==> src/rtl/mc_cache_dma_slot_xbar_if.sv <==
// Cache-side and slot-side DMA signal bundle for mc_cache_dma_slot_xbar.
// The crossbar takes the slave modport; the caches/slots environment takes master.
interface mc_cache_dma_slot_xbar_if #(
  parameter int num_cache_p  = 8,
  parameter int num_slot_p   = 2,
  parameter int addr_width_p = 28,
  parameter int data_width_p = 32
);
  localparam int pkt_width_lp = addr_width_p + 1;

  logic [num_cache_p-1:0][pkt_width_lp-1:0] dma_pkt_i;
  logic [num_cache_p-1:0]                   dma_pkt_v_i;
  logic [num_cache_p-1:0]                   dma_pkt_yumi_o;
  logic [num_cache_p-1:0][data_width_p-1:0] dma_data_o;
  logic [num_cache_p-1:0]                   dma_data_v_o;
  logic [num_cache_p-1:0]                   dma_data_ready_i;
  logic [num_cache_p-1:0][data_width_p-1:0] dma_data_i;
  logic [num_cache_p-1:0]                   dma_data_v_i;
  logic [num_cache_p-1:0]                   dma_data_yumi_o;

  logic [num_slot_p-1:0][pkt_width_lp-1:0]  slot_dma_pkt_o;
  logic [num_slot_p-1:0]                    slot_dma_pkt_v_o;
  logic [num_slot_p-1:0]                    slot_dma_pkt_yumi_i;
  logic [num_slot_p-1:0][data_width_p-1:0]  slot_dma_data_i;
  logic [num_slot_p-1:0]                    slot_dma_data_v_i;
  logic [num_slot_p-1:0]                    slot_dma_data_ready_o;
  logic [num_slot_p-1:0][data_width_p-1:0]  slot_dma_data_o;
  logic [num_slot_p-1:0]                    slot_dma_data_v_o;
  logic [num_slot_p-1:0]                    slot_dma_data_yumi_i;

  modport slave (
    input  dma_pkt_i, dma_pkt_v_i, dma_data_ready_i, dma_data_i, dma_data_v_i,
           slot_dma_pkt_yumi_i, slot_dma_data_i, slot_dma_data_v_i, slot_dma_data_yumi_i,
    output dma_pkt_yumi_o, dma_data_o, dma_data_v_o, dma_data_yumi_o,
           slot_dma_pkt_o, slot_dma_pkt_v_o, slot_dma_data_ready_o, slot_dma_data_o,
           slot_dma_data_v_o
  );

  modport master (
    output dma_pkt_i, dma_pkt_v_i, dma_data_ready_i, dma_data_i, dma_data_v_i,
           slot_dma_pkt_yumi_i, slot_dma_data_i, slot_dma_data_v_i, slot_dma_data_yumi_i,
    input  dma_pkt_yumi_o, dma_data_o, dma_data_v_o, dma_data_yumi_o,
           slot_dma_pkt_o, slot_dma_pkt_v_o, slot_dma_data_ready_o, slot_dma_data_o,
           slot_dma_data_v_o
  );
endinterface

==> src/rtl/mc_cache_dma_slot_xbar.sv <==
// Routes num_cache_p vcache DMA channels onto num_slot_p downstream DMA slots,
// one block transaction per slot, with per-slot round-robin arbitration.
module mc_cache_dma_slot_xbar #(
  parameter int num_cache_p           = 8,
  parameter int num_slot_p            = 2,
  parameter int addr_width_p          = 28,
  parameter int data_width_p          = 32,
  parameter int block_size_in_words_p = 8,
  parameter int sel_mode_p            = 0
) (
  input logic clk_i,
  input logic reset_i,
  mc_cache_dma_slot_xbar_if.slave bus
);
  localparam int pkt_width_lp = addr_width_p + 1;
  localparam int lg_slot_lp   = (num_slot_p > 1) ? $clog2(num_slot_p) : 1;
  localparam int lg_cache_lp  = (num_cache_p > 1) ? $clog2(num_cache_p) : 1;
  localparam int cnt_width_lp = $clog2(block_size_in_words_p);
  localparam int off_lp       = $clog2(block_size_in_words_p * data_width_p / 8);

  typedef enum logic [1:0] {IDLE, READ, WRITE} state_e;

  state_e                  state_r  [num_slot_p];
  logic [lg_cache_lp-1:0]  owner_r  [num_slot_p];
  logic [cnt_width_lp-1:0] cnt_r    [num_slot_p];
  logic [lg_cache_lp-1:0]  rr_ptr_r [num_slot_p];
  logic [num_cache_p-1:0]  busy_r;

  logic [lg_slot_lp-1:0]   target    [num_cache_p];
  logic                    grant_v   [num_slot_p];
  logic [lg_cache_lp-1:0]  grant_idx [num_slot_p];
  logic                    beat      [num_slot_p];
  logic [lg_cache_lp-1:0]  cand;

  for (genvar c = 0; c < num_cache_p; c++) begin : g_target
    if (num_slot_p == 1) begin : g_one
      assign target[c] = '0;
    end else if (sel_mode_p == 0) begin : g_mod
      assign target[c] = lg_slot_lp'(c % num_slot_p);
    end else begin : g_addr
      assign target[c] = bus.dma_pkt_i[c][off_lp +: lg_slot_lp];
    end
  end

  function automatic int rr_idx(input int base, input int i);
    return (base + i) % num_cache_p;
  endfunction

  always_comb begin
    // NOTE: every output and temporary gets a default first so no path infers a latch.
    bus.dma_pkt_yumi_o        = '0;
    bus.dma_data_o            = '0;
    bus.dma_data_v_o          = '0;
    bus.dma_data_yumi_o       = '0;
    bus.slot_dma_pkt_o        = '0;
    bus.slot_dma_pkt_v_o      = '0;
    bus.slot_dma_data_ready_o = '0;
    bus.slot_dma_data_o       = '0;
    bus.slot_dma_data_v_o     = '0;
    cand                      = '0;
    for (int s = 0; s < num_slot_p; s++) begin
      grant_v[s]   = 1'b0;
      grant_idx[s] = '0;
      beat[s]      = 1'b0;
      if (!reset_i) begin
        unique case (state_r[s])
          IDLE: begin
            // First eligible cache scanning upward from rr_ptr wins.
            for (int i = 0; i < num_cache_p; i++) begin
              cand = lg_cache_lp'(rr_idx(int'(rr_ptr_r[s]), i));
              if (!grant_v[s] && bus.dma_pkt_v_i[cand] && !busy_r[cand]
                  && int'(target[cand]) == s) begin
                grant_v[s]   = 1'b1;
                grant_idx[s] = cand;
              end
            end
            if (grant_v[s]) begin
              bus.slot_dma_pkt_o[s]            = bus.dma_pkt_i[grant_idx[s]];
              bus.slot_dma_pkt_v_o[s]          = 1'b1;
              bus.dma_pkt_yumi_o[grant_idx[s]] = bus.slot_dma_pkt_yumi_i[s];
            end
          end
          READ: begin
            bus.dma_data_o[owner_r[s]]   = bus.slot_dma_data_i[s];
            bus.dma_data_v_o[owner_r[s]] = bus.slot_dma_data_v_i[s];
            bus.slot_dma_data_ready_o[s] = bus.dma_data_ready_i[owner_r[s]];
            beat[s] = bus.slot_dma_data_v_i[s] & bus.dma_data_ready_i[owner_r[s]];
          end
          WRITE: begin
            bus.slot_dma_data_o[s]          = bus.dma_data_i[owner_r[s]];
            bus.slot_dma_data_v_o[s]        = bus.dma_data_v_i[owner_r[s]];
            bus.dma_data_yumi_o[owner_r[s]] = bus.slot_dma_data_yumi_i[s];
            beat[s] = bus.slot_dma_data_yumi_i[s] & bus.dma_data_v_i[owner_r[s]];
          end
          default: ;
        endcase
      end
    end
  end

  always_ff @(posedge clk_i) begin
    if (reset_i) begin
      // NOTE: these are a handful of control flops, not a memory, so all are reset.
      for (int s = 0; s < num_slot_p; s++) begin
        state_r[s]  <= IDLE;
        owner_r[s]  <= '0;
        cnt_r[s]    <= '0;
        rr_ptr_r[s] <= '0;
      end
      busy_r <= '0;
    end else begin
      // NOTE: non-blocking so every slot sees the same pre-edge busy/owner values.
      for (int s = 0; s < num_slot_p; s++) begin
        unique case (state_r[s])
          IDLE: if (grant_v[s] && bus.slot_dma_pkt_yumi_i[s]) begin
            owner_r[s]             <= grant_idx[s];
            cnt_r[s]               <= '0;
            busy_r[grant_idx[s]]   <= 1'b1;
            rr_ptr_r[s]            <= (int'(grant_idx[s]) == num_cache_p - 1)
                                      ? '0 : grant_idx[s] + 1'b1;
            state_r[s]             <= bus.dma_pkt_i[grant_idx[s]][pkt_width_lp-1]
                                      ? WRITE : READ;
          end
          READ, WRITE: if (beat[s]) begin
            cnt_r[s] <= cnt_r[s] + 1'b1;
            if (cnt_r[s] == cnt_width_lp'(block_size_in_words_p - 1)) begin
              state_r[s]         <= IDLE;
              busy_r[owner_r[s]] <= 1'b0;
            end
          end
          default: state_r[s] <= IDLE;
        endcase
      end
    end
  end

  a_params: assert property (@(posedge clk_i)
    num_slot_p >= 1 && (num_slot_p & (num_slot_p - 1)) == 0 && num_slot_p <= num_cache_p);

  for (genvar s = 0; s < num_slot_p; s++) begin : g_chk
    a_fill_only_in_read: assert property (@(posedge clk_i) disable iff (reset_i)
      bus.slot_dma_data_v_i[s] |-> state_r[s] == READ);
    a_pkt_yumi_needs_v: assert property (@(posedge clk_i) disable iff (reset_i)
      bus.slot_dma_pkt_yumi_i[s] |-> bus.slot_dma_pkt_v_o[s]);
    a_data_yumi_needs_v: assert property (@(posedge clk_i) disable iff (reset_i)
      bus.slot_dma_data_yumi_i[s] |-> bus.slot_dma_data_v_o[s]);
  end
endmodule

==> src/flat_wrapper.sv <==
// flat-port wrapper written by rule: the top's interface ports become plain ports
module mc_cache_dma_slot_xbar_flat 
#(
  parameter int num_cache_p           = 8,
  parameter int num_slot_p            = 2,
  parameter int addr_width_p          = 28,
  parameter int data_width_p          = 32,
  parameter int block_size_in_words_p = 8,
  parameter int sel_mode_p            = 0
)
  (clk_i, reset_i, bus_dma_pkt_i, bus_dma_pkt_v_i, bus_dma_data_ready_i, bus_dma_data_i, bus_dma_data_v_i, bus_slot_dma_pkt_yumi_i, bus_slot_dma_data_i, bus_slot_dma_data_v_i, bus_slot_dma_data_yumi_i, bus_dma_pkt_yumi_o, bus_dma_data_o, bus_dma_data_v_o, bus_dma_data_yumi_o, bus_slot_dma_pkt_o, bus_slot_dma_pkt_v_o, bus_slot_dma_data_ready_o, bus_slot_dma_data_o, bus_slot_dma_data_v_o);
  mc_cache_dma_slot_xbar_if #(.num_cache_p(num_cache_p), .num_slot_p(num_slot_p), .addr_width_p(addr_width_p), .data_width_p(data_width_p)) bus_i ();
  input logic clk_i;
  input logic reset_i;
  input wire logic [$bits(bus_i.dma_pkt_i)-1:0] bus_dma_pkt_i;
  input wire logic [$bits(bus_i.dma_pkt_v_i)-1:0] bus_dma_pkt_v_i;
  input wire logic [$bits(bus_i.dma_data_ready_i)-1:0] bus_dma_data_ready_i;
  input wire logic [$bits(bus_i.dma_data_i)-1:0] bus_dma_data_i;
  input wire logic [$bits(bus_i.dma_data_v_i)-1:0] bus_dma_data_v_i;
  input wire logic [$bits(bus_i.slot_dma_pkt_yumi_i)-1:0] bus_slot_dma_pkt_yumi_i;
  input wire logic [$bits(bus_i.slot_dma_data_i)-1:0] bus_slot_dma_data_i;
  input wire logic [$bits(bus_i.slot_dma_data_v_i)-1:0] bus_slot_dma_data_v_i;
  input wire logic [$bits(bus_i.slot_dma_data_yumi_i)-1:0] bus_slot_dma_data_yumi_i;
  output wire logic [$bits(bus_i.dma_pkt_yumi_o)-1:0] bus_dma_pkt_yumi_o;
  output wire logic [$bits(bus_i.dma_data_o)-1:0] bus_dma_data_o;
  output wire logic [$bits(bus_i.dma_data_v_o)-1:0] bus_dma_data_v_o;
  output wire logic [$bits(bus_i.dma_data_yumi_o)-1:0] bus_dma_data_yumi_o;
  output wire logic [$bits(bus_i.slot_dma_pkt_o)-1:0] bus_slot_dma_pkt_o;
  output wire logic [$bits(bus_i.slot_dma_pkt_v_o)-1:0] bus_slot_dma_pkt_v_o;
  output wire logic [$bits(bus_i.slot_dma_data_ready_o)-1:0] bus_slot_dma_data_ready_o;
  output wire logic [$bits(bus_i.slot_dma_data_o)-1:0] bus_slot_dma_data_o;
  output wire logic [$bits(bus_i.slot_dma_data_v_o)-1:0] bus_slot_dma_data_v_o;
  assign bus_i.dma_pkt_i = bus_dma_pkt_i;
  assign bus_i.dma_pkt_v_i = bus_dma_pkt_v_i;
  assign bus_i.dma_data_ready_i = bus_dma_data_ready_i;
  assign bus_i.dma_data_i = bus_dma_data_i;
  assign bus_i.dma_data_v_i = bus_dma_data_v_i;
  assign bus_i.slot_dma_pkt_yumi_i = bus_slot_dma_pkt_yumi_i;
  assign bus_i.slot_dma_data_i = bus_slot_dma_data_i;
  assign bus_i.slot_dma_data_v_i = bus_slot_dma_data_v_i;
  assign bus_i.slot_dma_data_yumi_i = bus_slot_dma_data_yumi_i;
  assign bus_dma_pkt_yumi_o = bus_i.dma_pkt_yumi_o;
  assign bus_dma_data_o = bus_i.dma_data_o;
  assign bus_dma_data_v_o = bus_i.dma_data_v_o;
  assign bus_dma_data_yumi_o = bus_i.dma_data_yumi_o;
  assign bus_slot_dma_pkt_o = bus_i.slot_dma_pkt_o;
  assign bus_slot_dma_pkt_v_o = bus_i.slot_dma_pkt_v_o;
  assign bus_slot_dma_data_ready_o = bus_i.slot_dma_data_ready_o;
  assign bus_slot_dma_data_o = bus_i.slot_dma_data_o;
  assign bus_slot_dma_data_v_o = bus_i.slot_dma_data_v_o;
  mc_cache_dma_slot_xbar #(.num_cache_p(num_cache_p), .num_slot_p(num_slot_p), .addr_width_p(addr_width_p), .data_width_p(data_width_p), .block_size_in_words_p(block_size_in_words_p), .sel_mode_p(sel_mode_p)) u_core (.clk_i(clk_i), .reset_i(reset_i), .bus(bus_i));
endmodule
==> config.mk <==
export PLATFORM = sky130hd
export DESIGN_NAME = mc_cache_dma_slot_xbar_flat
export DESIGN_NICKNAME = d
export VERILOG_FILES = /design/src/rtl/mc_cache_dma_slot_xbar_if.sv /design/src/rtl/mc_cache_dma_slot_xbar.sv /design/src/flat_wrapper.sv
export SDC_FILE = /design/constraint.sdc
export NUM_CORES = 1
export LEC_CHECK = 0
export CORE_AREA = 4 4 387 389
export CTS_CLUSTER_DIAMETER = 50
export DETAILED_ROUTE_END_ITERATION = 7
export DIE_AREA = 0 0 391 393
export GPL_ROUTABILITY_DRIVEN = 1
export GPL_TIMING_DRIVEN = 0
export SYNTH_ARGS = -nofsm -noshare
export SYNTH_HDL_FRONTEND = slang
export SYNTH_SLANG_ARGS = --single-unit
==> constraint.sdc <==
create_clock -name clk_i -period 9.76 [get_ports clk_i]
set_input_delay 1.464 -clock clk_i [delete_from_list [all_inputs] [get_ports clk_i]]
set_output_delay 1.464 -clock clk_i [all_outputs]
set_load 0.02 [all_outputs]
==> results of run 1 <==
==> final timing paths <==
kind | to | slack [ns] | startpoint | cells after the start
setup / recovery | bus_slot_dma_pkt_o[31] | 1.81 | bus_dma_pkt_v_i[1] | 12
hold / removal | u_core.busy_r[7] | 0.55 | u_core.busy_r[7] | 2
setup reg to reg | u_core.rr_ptr_r[0][3] | 4.81 | u_core.rr_ptr_r[0][3] | 14
hold reg to reg | u_core.busy_r[7] | 0.55 | u_core.busy_r[7] | 2
==> cell families after synthesis <==
family,Yosys count
adder cells (fa/ha/maj),22
other,1
buffers and inverters,347
AO/OA/AOI/OAI,821
AND/OR/NAND/NOR,864
flip-flops,30
XOR/XNOR,5
multiplexers,147
==> through the flow <==
step / hold WS [ns] / util / setup WS (ns) / total power [mW] / std cells
2_1_floorplan: 0.457 / - / 4.18 / 2.52 / 2238
6_report: 0.553 / 0.177 / 1.81 / 4.90 / 5157
5_1_grt: 0.579 / 0.177 / 1.68 / 5.09 / 5144
3_5_place_dp: 0.546 / 0.176 / 1.93 / 4.64 / 5130
4_1_cts: 0.551 / 0.177 / 1.90 / 4.82 / 5138
3_3_place_gp: 0.515 / 0.175 / 1.83 / 4.66 / 5124
==> synth_stat cells (all sizes together) (4+ instances only) <==
cell	count
nand3b	7
and2	46
nor3b	13
mux2	44
and3	13
clkbuf	229
a21oi	297
a22o	11
o211ai	5
mux2i	97
nor2b	14
mux4	6
nand2	337
or2	12
ha	22
a21o	7
a31oi	21
nand3	277
o21ai	37
xnor2	4
o221ai	4
o21a	4
edfxtp	20
buf	84
o31ai	4
nor2	106
a41oi	55
a21boi	4
nor3	13
dfxtp	10
a221oi	17
a211oi	82
inv	33
nand2b	15
a311oi	4
a22oi	242
==> routing by layer <==
layer / track usage / vias to the layer above / share of wire
met1: 0.274 / 12200 / 0.40
met4: 0.0776 / 18 / 0.047
met3: 0.0638 / 382 / 0.10
li1: - / 10300 / -
met2: 0.359 / 2007 / 0.45
met5: 0 / - / 0.00057
==> worst min-delay path, cell delays in order, from the launching register on <==
cell      delay, ns
dfxtp_1        0.34
nand2_1        0.08
a221oi_1       0.07
==> report_power, final <==
part | internal [mW] | leakage (nW) | total, mW | switching, mW
Combinational | 1.57 | 7.47 | 4.54 | 2.97
Sequential | 0.170 | 0.291 | 0.202 | 0.0314
Clock | 0.101 | 0.0773 | 0.157 | 0.0560
Total | 1.84 | 7.84 | 4.89 | 3.06
==> layout make-up <==
class | count | area (um^2) | share of cell area
Clock inverter | 2 | 11.3 | 0.000432
Timing Repair Buffer | 963 | 9660 | 0.371
Buffer | 313 | 1380 | 0.0529
Clock buffer | 6 | 139 | 0.00533
Multi-Input combinational cell | 1861 | 11500 | 0.441
Sequential cell | 30 | 801 | 0.0307
Inverter | 34 | 128 | 0.00490
Antenna cell | 18 | 45.0 | 0.00173
Tap cell | 1930 | 2410 | 0.0927
==> registers in the layout, summed over array words and instances (netlist names) <==
register,flops
u_core.busy_r,8
u_core.cnt_r,6
u_core.owner_r,6
u_core.rr_ptr_r,6
u_core.state_r,4
==> reports/results.ini, run 1 <==
[synthesis]
synth_top_area_frac=0.132
ys_seq_area_frac=0.0582
ys_types=86
syn-instance-count=2237
ys_seq_elements=30
synth-edff-count=20
synth_top_cell_by_area=a22oi_1
ys.flop_type=edfxtp_1
async_flop_share=0
synth_compound_area_frac=0.399
synth_top_family_by_area=compound AO/OA/AOI/OAI gates
muxShareOfSynthArea=0.116
synth_warnings=0
avgSynthCellArea_um2=6.15
synthesis.area_um2=13700
synth_fa_ha_area_frac=0.0200
synth-simple-area-share=0.292
synth_xor_area_frac=0.00482
synth.area.top_cells=a22oi_1 (13%), a21oi_1 (11%), nand3_1 (10%)

[routing]
detail-route-antenna-nets=0
viasPerCell=4.83
routed_wirelength_um=180000
wl_per_cell_um=35.0
num_vias=24900
drcViolationCount=0
first_pass_iters=7
first_iter_violations=3289

[clock_network]
clockBufferDepth=2
cts_resized=0
clock_latency_ns=0.28
cts_hold_buf=0
postCtsSetupRepairBufs=0
numClockSinks=30
root_buffer=clkbuf_16
path_clk_slew_ns=0.05
tritoncts=done
h-tree-depth=2
cts_made_buffers=5

[setup_path]
critical-path-top-delay-family=buffers and inverters
critPathMaxFanout=10
cp_data_arrival_time_ns=6.48
start_kind=input port
crit_chain=clkdlybuf4s50_1, nor2b_1, mux2i_1, mux4_2, mux2i_1, o21ai_0, o21ai_2, buf_2, buf_2, a21oi_1, a211oi_1, clkdlybuf4s50_1
cpMaxStageDelayCell=a211oi_1
critical_path_class=input port to output pin
required_ns=8.30
endpoint_kind=output pin
slowest_delay_ns=0.96
critical_path_buf_inv_count=4

[power]
leakage_nw=7.84
peakVddDrop_mv=0.170
power_density_nw_per_um2=188

[die]
initial_core_util=0.0937
pin_count=992
rows=141
coreArea_um2=147000
dieArea_um2=154000
fp.dieH_um=393
die_w_um=391

[run_status]
status=completed

[sta]
hold_viol_final=0
setup_violations=0
clock.fmax_mhz=126
skew_ns=0.00150
fin_crit_ns=7.95
worst_slew_pin_slew_ns=1.42
final_max_slew_viol_count=0
fin_tns_setup_ns=0
period_share=0.814
rsz0062_at_grt=false
relSlewSlack=0.0544

[global_route]
grt_pass1_vias=22900
grtUsageTotal=0.219
overflow=0
grt_antenna_before_repair=55
grt_max_degree=11
grt_pass1_wl_um=229000

[place]
placed_area_um2=25800
place.gp.congestion=0.990
hpwl_um=151000
port_buffers=956

[layout]
fill_cells=16800
area_delta_synth_final_pct=89.5
postLayoutCellArea_um2=26100
final_cell_mix=clkdlybuf4s50_1 (956), nand2_1 (337), a21oi_1 (297), nand3_1 (277), a22oi_1 (241)
final_common_cell=clkdlybuf4s50_1
layout-drive-gt1-share=0.0533
layout.nets=3814

[hold_path]
holdCritPathClass=register to register

[job]
drv_cap=0

Power figures use the tool's default switching activity.
==> run 2, diff against run 1 <==
Settings changed: CORE_AREA 4 4 387 389 to 4 4 380 382, DIE_AREA 0 0 391 393 to 0 0 384 386.
Clock period 9.76 ns to 8 ns, I/O delays scaled along.
==> reports/results.ini, run 2 (synthesized netlist as in run 1, its figures left out) <==
[setup_path]
endpoint=bus_slot_dma_pkt_o[9]
r2r_end=u_core.rr_ptr_r[0][5]
cp_data_arrival_time_ns=6.23
cpMaxStageDelayCell=a211oi_1
critical_path_buf_inv_count=4
worstSetupPathDepth=13
cp-startpoint=bus_dma_pkt_v_i[1]
critPathMaxFanout=10
ff2ff_setup_slack_ns=3.20
critical-path-top-delay-family=compound AO/OA/AOI/OAI gates
crit_chain=clkdlybuf4s50_1, nor2b_1, a211oi_1, o31a_1, o2111ai_1, nor2_1, a22oi_2, nand2_1, buf_6, buf_4, mux2i_1, a211oi_1, clkdlybuf4s50_1
required_ns=6.80
reg2reg_from=u_core.rr_ptr_r[0][3]
critical_path_class=input port to output pin
worstRegToRegCells=14
slowest_delay_ns=0.84
start_kind=input port
endpoint_kind=output pin

[die]
initial_core_util=0.0975
dieArea_um2=148000
pin_count=992
rows=138
coreArea_um2=141000
fp.dieH_um=386
die_w_um=384

[routing]
routed_wirelength_um=180000
detail-route-antenna-nets=0
num_vias=24700
first_iter_violations=3259
wl_per_cell_um=35.1
viasPerCell=4.82
drcViolationCount=0
first_pass_iters=8

[layout]
final_cell_mix=clkdlybuf4s50_1 (956), nand2_1 (337), a21oi_1 (297), nand3_1 (277), a22oi_1 (241)
postLayoutCellArea_um2=26000
area_delta_synth_final_pct=88.9
layout.nets=3812
final_common_cell=clkdlybuf4s50_1
largest_register_ffs=8
fin_cells=5124
layout-drive-gt1-share=0.0518
registers.top_by_ff_count=u_core.busy_r

[clock_network]
numClockSinks=30
h-tree-depth=2
cts_resized=0
root_buffer=clkbuf_16
cts_hold_buf=0
path_clk_slew_ns=0.05
postCtsSetupRepairBufs=0
clock_latency_ns=0.27
cts_made_buffers=5
tritoncts=done
clockBufferDepth=2

[sta]
worst_slew_pin_slew_ns=1.50
period_share=0.929
final_max_slew_viol_count=0
fin_crit_ns=7.43
relSlewSlack=0.000734
skew_ns=0.00322
fin_tns_setup_ns=0
hold_viol_final=0
setup_violations=0
rsz0062_at_grt=false
clock.fmax_mhz=135

[place]
dpl.cell_count=5089
hpwl_um=150000
placed_area_um2=25800
place.gp.congestion=1.00
port_buffers=956

[power]
leakage_nw=7.82
power_density_nw_per_um2=228
peakVddDrop_mv=0.228

[global_route]
grt_max_degree=11
grt_pass1_vias=22900
met3_usage=0.0555
grtUsageTotal=0.225
globalRouteMet2Util=0.348
grt_pass1_wl_um=227000
met1_usage=0.290
overflow=0
top_usage_layer=met2
grt_antenna_before_repair=46

[run_status]
status=finished with violations
violations=capacitance limit

[hold_path]
holdCritPathClass=register to register

[job]
drv_cap=1

-- run 2: cell types whose count changed in the layout (fill, tap and decap cells not counted), sizes merged --
cell   before  now
buf        91   89
diode      18   27
-- run 2: stage by stage --
| stage | power [mW] | hold WS (ns) | setup slack (ns) | util |
|---|---|---|---|---|
| after floorplan | 3.08 | 0.457 | 2.95 | - |
| after global placement | 5.68 | 0.512 | 0.455 | 0.182 |
| after detailed placement | 5.68 | 0.539 | 0.657 | 0.183 |
| after CTS | 5.89 | 0.545 | 0.620 | 0.184 |
| after global routing | 6.18 | 0.575 | 0.430 | 0.184 |
| final | 5.94 | 0.542 | 0.566 | 0.184 |
-- run 2: how the worst min path moves through the flow --
stage	slack [ns]	endpoint	startpoint	cells after the start
after floorplan	0.46	u_core.busy_r[1]	u_core.busy_r[1]	2
after global placement	0.51	u_core.state_r[1][0]	u_core.state_r[1][0]	2
after detailed placement	0.54	u_core.busy_r[7]	u_core.busy_r[7]	2
after CTS	0.54	u_core.busy_r[7]	u_core.busy_r[7]	2
after global routing	0.58	u_core.busy_r[1]	u_core.busy_r[1]	2
final	0.54	u_core.busy_r[7]	u_core.busy_r[7]	2
-- run 2: metal layers --
metal / vias to the layer above / part of all wire
met1: 12100 / 0.41
li1: 10300 / -
met5: - / 0.00063
met4: 18 / 0.055
met3: 346 / 0.093
met2: 1925 / 0.44
-- run 2: cell type report --
type	count	area, um^2
multi-input cells	1861	11500
clock buffers	6	139
well taps	1890	2360
plain buffers	313	1380
clock inverters	2	11.3
diodes	27	67.6
fillers	16100	115000
flip-flops and latches	30	801
inverters	34	128
repair buffers	961	9620
-- run 2: power breakdown --
group | internal [mW] | total, mW | switching [mW] | leakage [nW]
combinational | 1.91 | 5.50 | 3.59 | 7.46
clock | 0.123 | 0.188 | 0.0652 | 0.0773
sequential | 0.208 | 0.245 | 0.0375 | 0.291
-- run 2: worst reg2reg max path, delay by kind of cell, from the launching register on --
family	cells	cell delay, ns
simple gates	2	0.34
flops	1	0.50
fa+ha+maj	3	0.82
buf+inv	5	1.54
compound gates	4	1.33
